**src/rtl/usb_bulk_in_ctrl.sv**
```systemverilog
// Bulk-IN transaction controller: answers IN tokens with DATA0/1, NAK or STALL,
// routes the selected endpoint stream to the encoder and tracks data toggles.
module usb_bulk_in_ctrl #(
   parameter int NUM_EPS = 2,
   parameter int TIMEOUT = 200
) (
   input  logic                 clock,
   input  logic                 reset,
   input  logic [6:0]           usb_addr_i,
   input  logic                 tok_recv_i,
   input  logic [1:0]           tok_type_i,
   input  logic [6:0]           tok_addr_i,
   input  logic [3:0]           tok_endp_i,
   input  logic                 hsk_recv_i,
   input  logic [1:0]           hsk_type_i,
   output logic                 hsk_send_o,
   input  logic                 hsk_sent_i,
   output logic [1:0]           hsk_type_o,
   output logic                 usb_send_o,
   input  logic                 usb_sent_i,
   output logic [1:0]           usb_type_o,
   output logic                 usb_tvalid_o,
   input  logic                 usb_tready_i,
   output logic                 usb_tlast_o,
   output logic [7:0]           usb_tdata_o,
   input  logic [NUM_EPS-1:0]   ep_ready_i,
   input  logic [NUM_EPS-1:0]   ep_halt_i,
   input  logic [NUM_EPS-1:0]   ep_clr_i,
   input  logic [NUM_EPS-1:0]   ep_tvalid_i,
   input  logic [NUM_EPS-1:0]   ep_tlast_i,
   output logic [NUM_EPS-1:0]   ep_tready_o,
   input  logic [8*NUM_EPS-1:0] ep_tdata_i,
   output logic [NUM_EPS-1:0]   ep_done_o,
   output logic [NUM_EPS-1:0]   ep_retry_o,
   output logic [3:0]           ep_sel_o
);

   localparam int         CW      = (NUM_EPS > 1) ? $clog2(NUM_EPS) : 1;
   localparam int         TW      = $clog2(TIMEOUT + 1);
   localparam logic [3:0] MAX_EP  = 4'(NUM_EPS);
   localparam logic [1:0] TOK_IN  = 2'b10;
   localparam logic [1:0] HSK_ACK = 2'b00;
   localparam logic [1:0] HSK_NAK = 2'b10;
   localparam logic [1:0] HSK_STL = 2'b11;

   typedef enum logic [1:0] {S_IDLE, S_HSK, S_DATA, S_WAIT} state_t;

   state_t         state;
   logic [CW-1:0]  ch;
   logic [TW-1:0]  timer;
   logic [NUM_EPS-1:0] toggle;

   logic           tok_ok;
   logic [CW-1:0]  tok_ch;

   assign tok_ok = tok_recv_i && (tok_type_i == TOK_IN) && (tok_addr_i == usb_addr_i)
                   && (tok_endp_i != 4'd0) && (tok_endp_i <= MAX_EP);
   assign tok_ch = CW'(tok_endp_i - 4'd1);

   // Zero-latency stream mux; only the channel in service sees ready.
   always_comb begin
      usb_tvalid_o = 1'b0;
      usb_tlast_o  = 1'b0;
      usb_tdata_o  = 8'd0;
      ep_tready_o  = '0;
      if (state == S_DATA) begin
         usb_tvalid_o    = ep_tvalid_i[ch];
         usb_tlast_o     = ep_tlast_i[ch];
         usb_tdata_o     = ep_tdata_i[8*ch +: 8];
         ep_tready_o[ch] = usb_tready_i;
      end
   end

   always_ff @(posedge clock) begin
      if (reset) begin
         // NOTE: the toggle bits are plain flops and must be reset; a host expects DATA0 after bus reset.
         state      <= S_IDLE;
         ch         <= '0;
         timer      <= '0;
         toggle     <= '0;
         hsk_send_o <= 1'b0;
         hsk_type_o <= 2'b00;
         usb_send_o <= 1'b0;
         usb_type_o <= 2'b00;
         ep_done_o  <= '0;
         ep_retry_o <= '0;
         ep_sel_o   <= 4'd0;
      end else begin
         usb_send_o <= 1'b0;
         ep_done_o  <= '0;
         ep_retry_o <= '0;
         case (state)
            S_IDLE: if (tok_ok) begin
               ch       <= tok_ch;
               ep_sel_o <= tok_endp_i;
               if (ep_halt_i[tok_ch]) begin
                  state      <= S_HSK;
                  hsk_send_o <= 1'b1;
                  hsk_type_o <= HSK_STL;
               end else if (!ep_ready_i[tok_ch]) begin
                  state      <= S_HSK;
                  hsk_send_o <= 1'b1;
                  hsk_type_o <= HSK_NAK;
               end else begin
                  state      <= S_DATA;
                  usb_send_o <= 1'b1;
                  usb_type_o <= {toggle[tok_ch], 1'b0};
               end
            end
            S_HSK: if (hsk_sent_i) begin
               hsk_send_o <= 1'b0;
               ep_sel_o   <= 4'd0;
               state      <= S_IDLE;
            end
            S_DATA: if (usb_sent_i) begin
               timer <= TW'(TIMEOUT);
               state <= S_WAIT;
            end
            S_WAIT: begin
               // The decrement that reaches zero is the timeout, so retry lands TIMEOUT+1 cycles after usb_sent.
               timer <= timer - 1'b1;
               if (hsk_recv_i && (hsk_type_i == HSK_ACK)) begin
                  toggle[ch]    <= ~toggle[ch];
                  ep_done_o[ch] <= 1'b1;
                  ep_sel_o      <= 4'd0;
                  state         <= S_IDLE;
               end else if (hsk_recv_i || tok_recv_i || (timer == '0) || (timer == TW'(1))) begin
                  ep_retry_o[ch] <= 1'b1;
                  ep_sel_o       <= 4'd0;
                  state          <= S_IDLE;
               end
            end
            default: state <= S_IDLE;
         endcase
         // NOTE: placed after the ACK update so the later non-blocking write makes the clear win.
         for (int k = 0; k < NUM_EPS; k++) begin
            if (ep_clr_i[k]) toggle[k] <= 1'b0;
         end
      end
   end

endmodule

```
**config.mk**
```make
export PLATFORM = sky130hd
export DESIGN_NAME = usb_bulk_in_ctrl
export DESIGN_NICKNAME = d
export VERILOG_FILES = /design/src/rtl/usb_bulk_in_ctrl.sv
export SDC_FILE = /design/constraint.sdc
export NUM_CORES = 1
export LEC_CHECK = 0
export BUFFER_PORTS_ARGS = -buffer_cell sky130_fd_sc_hd__buf_4
export CORE_MARGIN = 5
export CORE_UTILIZATION = 48
export DETAILED_ROUTE_END_ITERATION = 10
export MAX_ROUTING_LAYER = met4
export PLACE_DENSITY_LB_ADDON = 0.3
export SLEW_MARGIN = 0
export SYNTH_ARGS = -nofsm -noshare
export SYNTH_HDL_FRONTEND = slang
export SYNTH_SLANG_ARGS = --single-unit
```
**constraint.sdc**
```tcl
create_clock -name clock -period 4.6 [get_ports clock]
set_input_delay 0.23 -clock clock [delete_from_list [all_inputs] [get_ports clock]]
set_output_delay 0.23 -clock clock [all_outputs]
set_load 0.05 [all_outputs]
```
== After elaboration in Yosys (flattened, before gate mapping) ==
Cells that the tools add are included.

* Register bits after elaboration: 26
* Output and inout port bits: 26
* Word-level logic and storage cells: 110

* $add $sub $neg: 2
* $lt $le $gt $ge: 4
* Equality and inequality tests: 12
* Shifts and indexed selects: 1
* Multiplexer cells: 42
* Bitwise logic cells: 8
* Reductions and logical operators: 29

{| class="wikitable"
|+ Operators by type and width
! kind !! number
|-
| 1-bit 2-to-1 mux || 20
|-
| 2-bit 2-to-1 mux || 10
|-
| 4-bit 2-to-1 mux || 4
|-
| 8-bit 2-to-1 mux || 2
|-
| 8-bit case mux with 2 select lines || 1
|-
| 4-bit AND reduction || 4
|-
| 16-bit by 5-bit variable part select with 8-bit output || 1
|-
| 4-bit case mux with 3 select lines || 1
|-
| 8-bit by 1-bit == test with 1-bit output, second input constant || 1
|-
| 8-bit zero test || 1
|-
| 2-bit inequality test, second input constant || 4
|-
| 2-bit case mux with 4 select lines || 1
|-
| 4-bit OR reduction || 2
|-
| 8-bit by 1-bit subtractor with 8-bit output, second input constant || 1
|-
| 7-bit == test || 1
|-
| 1-bit NOT || 7
|-
| 2-bit == test, second input constant || 3
|-
| 1-bit logical AND || 6
|-
| 3-bit inequality test, second input constant || 2
|-
| 2-bit AND reduction || 3
|-
| 4-bit by 2-bit <= comparator with 1-bit output, second input constant || 1
|-
| 2-bit zero test || 2
|-
| 1-bit by 2-bit less-than comparator with 1-bit output, second input constant || 2
|-
| 2-bit nonzero test || 2
|-
| other kinds (13) || 16
|}

== Longest topological paths before layout ==
Gate-level depths: netlist of run 1.

* Word-level depth: 7
* Mapped depth: 7
* Depth with buffers taken out: 7

== Least setup slack after synthesis of run 1 ==
OpenSTA, ideal clock, no wires.

* Kind: register to output
* Start: register ch
* End: output port usb_tdata_o[1]
* Data arrival time: 1,647 ps
* Required time: 4,370 ps
* Path slack: 2,723 ps
* Cell stages (with the launch flop): 5
* Path buffers: 2
* Cells stage by stage: dfxtp_1 -> buf_2 -> buf_1 -> mux2i_1 -> nor2_1

* Word-level cells in the longest chain between the ends: 2

{| class="wikitable"
|+ RTL lines
! element !! RTL line !! source
|-
| start, declared || 49 || <nowiki>logic [CW-1:0] ch;</nowiki>
|-
| start signal, assigned || 94 || <nowiki>ch <= tok_ch;</nowiki>
|-
| 16-bit by 5-bit variable part select with 8-bit output || 69 || <nowiki>usb_tdata_o = ep_tdata_i[8*ch +: 8];</nowiki>
|-
| 8-bit 2-to-1 mux || 66 || <nowiki>if (state == S_DATA) begin</nowiki>
|-
| end, declared || 25 || <nowiki>output logic [7:0] usb_tdata_o,</nowiki>
|}

No other way between the ends.

== Worst setup path after layout of run 1 ==
Ends and elaborated chain as after synthesis.

==> results of run 1 <==
[sequential cells by signal, summed over array words and instances (netlist names), 2 cells and up]
signal      flops
ep_done_o       2
ep_retry_o      2
ep_sel_o        4
hsk_type_o      2
state           2
timer           8
toggle          2
[cell families after synthesis]
| kind of cell | count (synthesis) |
|---|---|
| other | 1 |
| buffers and inverters | 15 |
| AO/OA/AOI/OAI | 29 |
| adder cells (fa/ha/maj) | 3 |
| AND/OR/NAND/NOR | 85 |
| flip-flops | 26 |
| XOR/XNOR | 12 |
| multiplexers | 13 |
[layer usage]
layer | wire (um) | up-vias | part of all wire
met5 | 0 | - | 0
met4 | 17 | 0 | 0.0043
met3 | 281 | 2 | 0.071
met2 | 2071 | 56 | 0.52
met1 | 1587 | 688 | 0.40
li1 | - | 785 | -
[cells in the final DEF (no fill, tap or decap), types with 2 or more instances in the layout]
| cell type | n |
|---|---|
| buf_4 | 79 |
| nor2_1 | 35 |
| dfxtp_1 | 26 |
| nand2_1 | 14 |
| mux2i_1 | 12 |
| xor2_1 | 10 |
| a21oi_1 | 9 |
| nor3_1 | 6 |
| inv_1 | 5 |
| nand2b_1 | 5 |
| a211oi_1 | 4 |
| nor4_1 | 3 |
| o21ai_0 | 3 |
| nand3_1 | 3 |
| ha_1 | 3 |
| clkbuf_4 | 3 |
| or4_1 | 2 |
| nor4_2 | 2 |
| xnor2_1 | 2 |
| a31oi_1 | 2 |
| and4_1 | 2 |
| o21a_1 | 2 |
| nor3b_1 | 2 |
| or3_1 | 2 |
| o211ai_1 | 2 |
[area by class of cell]
cell class | count | share of cell area
clock buffer | 4 | 0.01689
multi-input combinational | 143 | 0.4304
timing repair buffer | 79 | 0.2761
sequential | 26 | 0.2423
tap | 44 | 0.02563
inverter | 5 | 0.008736
[power by group]
part	total (uW)	switching, uW	internal (uW)	leakage, uW
combinational	65.2	26.2	39.0	0.000695
clock	114	65.9	48.4	0.0000210
sequential	225	0.0372	225	0.000209
total	405	92.1	313	0.000925
[worst max-delay path, delay by kind of cell (launching register included)]
kind / cells / cell delay [ns]
buffers and inverters: 1 / 0.20
muxes: 1 / 0.31
DFF: 1 / 0.87
and+or+nand+nor: 1 / 0.06
[how the worst min path moves through the flow]
| stage | end | cells after the start | start |
|---|---|---|---|
| 2_1_floorplan | toggle[0] | 1 | ep_clr_i[0] |
| 4_1_cts | toggle[0] | 2 | ep_clr_i[0] |
| 3_3_place_gp | toggle[0] | 2 | ep_clr_i[0] |
| 3_5_place_dp | toggle[0] | 2 | ep_clr_i[0] |
| 5_1_grt | toggle[0] | 2 | ep_clr_i[0] |
| 6_report | toggle[0] | 2 | ep_clr_i[0] |
[metrics by stage]
stage / total power [uW] / area [um2] / hold slack [ns] / setup slack (ns) / util
finish: 404.7 / 2148 / 0.05106 / 2.620 / 0.6980
global route: 418.3 / 2148 / 0.04480 / 2.488 / 0.6980
CTS: 407.4 / 2148 / 0.04886 / 2.605 / 0.6980
detailed placement: 295.7 / 2112 / 0.3979 / 2.639 / 0.6862
global placement: 294.4 / 2112 / 0.3917 / 2.728 / 0.6862
floorplan: 257.6 / 1562 / 0.3066 / 2.723 / -
[cell usage after synthesis, drive strengths merged (3+ instances only)]
cell / n / share of area
nor2: 35 / 0.084
dfxtp: 26 / 0.33
nand2: 14 / 0.034
mux2i: 12 / 0.077
a21oi: 10 / 0.034
xor2: 10 / 0.056
nor3: 6 / 0.019
buf: 5 / 0.025
clkbuf: 5 / 0.038
inv: 5 / 0.012
nand2b: 5 / 0.020
nor4: 5 / 0.028
a211oi: 4 / 0.019
ha: 3 / 0.024
nand3: 3 / 0.0096
o21ai: 3 / 0.0096
==> run metrics, run 1 <==
Post-Synth Simple-Gate Area 0.2796; diode count 0; share of layout cells above drive strength 1 0.3696; # setup viols final 0; outcome finished, final reports clean; Nets 316; GRT Total Usage 0.1838; WP data required 4.37 ns; 1st-iter DRT viols 57; via/cell ratio 5.086; grt ovf 0; CORE AREA 3078 um2; Layout Skew 0.002421 ns; syn_nets 242; Seq/Total Area, Yosys 0.3333; Resized cells post-CTS 0; Peak VDD IR 143.8 uV; width of the die 67.04 um; met3 usage 0.04890; post-CTS setup buffer count 0; DR WL/cell 13.14 um; cell count after synthesis 184; global-route wire length before repair 6423 um; slowest stage cell, crit path dfxtp_1; GR Layer Usage met1 0.2167; initial antenna violation count 0; Ports 81; Synth Area in Compound Gates 0.1346; CTS tree yes; Worst setup EP type output port; RSZ-0062 raised after global routing false; Async SR Flop Fraction 0; GRT Max-Usage Layer met2; htree depth 1; Synth cell types 47; mean post-synth cell area 8.486 um2; WS Path Type reg -> out; Worst-Margin Slew 0.7934 ns; Chip Height 67.04 um; hold_buf cts 0; largest family of logic cells by synthesized area simple AND/OR/NAND/NOR gates; Slew headroom 0.4703; clock latency on the worst-skew pair 0.32 ns; critical path arrival 1.75 ns; vias 1531; maxcap violations 0; R2R Setup Slk 2.62 ns; Final TNS setup 0 ns; mux cell area share after synthesis 0.08413; met2 Track Usage GR 0.3202; num rows 20; adder and majority gate portion of the synthesized area 0.02404; vias in the first global route 1525; post-route ant nets 0; DRC Markers 0; multi-input logic area 924.6 um2; filler instances 276; dpl hpwl 3308 um; Hold WC Path Type in -> reg; Reg clk slew, reported paths 0.13 ns; CTS Buffer Depth 2; Max Slew Vio Count 0; Worst Setup SP ch; Layout area overhead 37.58%; Post-Synthesis Cell Area 1561 um2; placed cells 297; Final period util 0.4304; worst reg2reg startpoint timer[2]; startpoint types flop; Max FO, Critical Path 18; PD cells 188.4 nW/um2; clk sinks 26; Yosys warning count 0; routed wire length 3956 um; FF-to-FF End ep_sel_o[2]; drt pass-1 iters 4; Initial Util 0.5073; max frequency 505.1 MHz; Synth Area in XOR/XNOR 0.06731; FF+latch area 520.5 um2; ys flop type dfxtp_1; Crit path largest cell delay 0.87 ns; crit-path cells mux2i_1 > nor2_1 > buf_4; clk root buf clkbuf_4; end point of the critical path usb_tdata_o[1]; Num CTS Buffers 3; GPL Wtd Cong 0.8813; Pleak 0.0009253 uW; Fin. Hold Viols 0; die area 4494 um2; Finished Layout Cells 301; pin count of the biggest net entering global routing 30; Final Critical Period 1.980 ns; #FFs+latches synth 26; I/O Buffers 79; Register-to-Register Path Depth 5; Post-synth EDFFs 0
Power figures use the tool's default switching activity.
==> inputs of run 2 (changes only) <==
--- a/config.mk
+++ b/config.mk
@@ -7,7 +7,7 @@
 export LEC_CHECK = 0
 export BUFFER_PORTS_ARGS = -buffer_cell sky130_fd_sc_hd__buf_4
 export CORE_MARGIN = 5
-export CORE_UTILIZATION = 48
+export CORE_UTILIZATION = 45
 export DETAILED_ROUTE_END_ITERATION = 10
 export MAX_ROUTING_LAYER = met4
 export PLACE_DENSITY_LB_ADDON = 0.3
==> constraint.sdc (replaced) <==
create_clock -name clock -period 1.9 [get_ports clock]
set_input_delay 0.095 -clock clock [delete_from_list [all_inputs] [get_ports clock]]
set_output_delay 0.095 -clock clock [all_outputs]
set_load 0.05 [all_outputs]
==> run 2 against run 1 <==
  * Global-route usage decreased by 0.40 points
  * Non-clock buffer count increased by 7
  * Design area increased by 4.1%
  * Sequential share of layout area decreased by 0.95 points
  * Count of clock-buffer cells in the layout decreased by 1
  * Wire length increased by 0.73%
  * Power increased to 2.7 times the previous value
  * First-iteration DRC count decreased by 39%
  * Largest power group unchanged
  * Via count about the same
  * Utilization decreased by 2.8 points
==> run metrics, run 2 (synthesized netlist as in run 1, its figures left out) <==
Worst Hold Path Cells 2 (unchanged); dpl hpwl 3328 um (+0.62%); I/O Buffers 79 (unchanged); routed wire length 3985 um (+0.73%); Initial Util 0.4679 (-0.03938); CTS tree yes; Ports 81 (unchanged); outcome finished, final reports clean; die area 4748 um2 (+5.7%); clock power share 0.355 (+0.073); Peak VDD IR 466.8 uV (+220%); initial antenna violation count 0 (unchanged); internal power 856.4 uW (+170%); post-CTS setup buffer count 0 (unchanged); 1st-iter DRT viols 35 (-39%); Final TNS setup 0 ns (unchanged); switching part of the total power 0.2198 (-0.007793); GPL Wtd Cong 0.8656 (-1.8%); post-route ant nets 0 (unchanged); Worst setup EP type flop; Chip Height 68.91 um (+2.8%); commonest non-fill, non-tap cell in the layout buf_4; post-route setup slack 0.1202 ns (-2.500 ns); startpoint types flop; Nets 323 (+2.2%); GRT Total Usage 0.1798 (-0.003977); # setup viols final 0 (unchanged); final core area utilization 0.6700 (-0.02793); DRC Markers 0 (unchanged); Seq pwr share 0.497 (-0.060); WS Path Type reg -> reg; clk root buf clkbuf_4; grt ovf 0 (unchanged); drt pass-1 iters 4 (unchanged); worst hold slack 0.02159 ns (-0.02947 ns); most frequent cells in the layout buf_4 (84), nor2_1 (35), dfxtp_1 (26), nand2_1 (14), mux2i_1 (12); largest registers timer: 8 flops, ep_sel_o: 4 flops; max reg flops 8 (unchanged); via/cell ratio 4.935 (-3.0%); RSZ-0062 raised after global routing false; Pleak 0.0009740 uW (+5.3%); DR WL/cell 12.85 um (-2.2%); vias in the first global route 1492 (-2.2%); maxcap violations 0 (unchanged); Max FO, Critical Path 6 (-12); CORE AREA 3337 um2 (+8.4%); Max Slew Vio Count 0 (unchanged); Layout area overhead 43.19%; num rows 21 (+5.0%); width of the die 68.91 um (+2.8%); Final period util 0.9367; diode count 0 (unchanged); WP data required 2.16 ns (-2.21 ns); CTS Buffer Depth 2 (unchanged); critical path arrival 2.04 ns (+0.29 ns); Largest Register timer; max frequency 561.9 MHz; Psw 241.3 uW (+160%); Reg clk slew, reported paths 0.15 ns (+0.02 ns); clk sinks 26 (unchanged); Num CTS Buffers 3 (unchanged); global-route wire length before repair 6389 um (-0.53%); Layout Skew 0.003393 ns (+0.0009714 ns); htree depth 1 (unchanged); Comb pwr share 0.148 (-0.013); dpl ws 0.04011 ns (-2.599 ns); share of layout cells above drive strength 1 0.3788 (+0.009138); Final Critical Period 1.780 ns; clock latency on the worst-skew pair 0.33 ns (about the same); Hold WC Path Type in -> reg; Fin. Hold Viols 0 (unchanged); vias 1530 (-0.065%); PD cells 490.9 nW/um2 (+160%); pin count of the biggest net entering global routing 30 (unchanged); Register-to-Register Path Depth 5 (unchanged)
[run 2: layer usage]
metal,GRT usage,wire (um),up-vias
met4,0.05353,42,0
met2,0.2917,2058,37
met1,0.2300,1714,686
met5,-,0,-
li1,-,-,802
met3,0.02917,170,5
[run 2: power by group through the flow]
stage               Sequential (uW)  Combinational (uW)  Clock, uW
detailed placement              557                 159          0
floorplan                       557                66.5          0
global placement                557                 156          0
CTS                             546                 163        399
finish                          545                 162        390
global route                    546                 177        409
[run 2: critical path, cell delays in order, from the launching register on]
cell and delay, ns:
dfxtp_1 0.35, or4b_4 0.54, nor4_2 0.13, and4_1 0.37, a21oi_2 0.09, a311oi_2 0.22
[run 2: path summary, 6_finish.rpt]
check	start	slack, ns	to
setup / recovery	state[0]	0.12	usb_type_o[1]
hold / removal	tok_endp_i[0]	0.02	ch
setup reg to reg	state[0]	0.12	usb_type_o[1]
hold reg to reg	hsk_type_o[0]	0.49	hsk_type_o[0]
[run 2: repair_timing]
| action | in CTS | in global routing |
|---|---|---|
| endpoints found under the hold margin | 2 | 0 |
| resized for setup | 0 | 1 |
| endpoints found under the setup margin | 0 | 3 |
| hold buffers | 2 | 0 |
[run 2: area by class of cell]
class	instances	area, um2
inverter	5	18.77
clock buffer	3	22.52
multi-input combinational	143	935.9
sequential	26	520.5
tap	46	57.56
fill	289	1101
timing repair buffer	86	650.6
clock inverter	1	30.03
[run 2: per-stage QoR]
stage	area [um2]	cells	total power (uW)
2_1_floorplan	1562	184	623.8
3_3_place_gp	2152	304	712.8
3_5_place_dp	2152	304	716.5
4_1_cts	2225	310	1107
5_1_grt	2236	310	1132
6_report	2236	310	1098
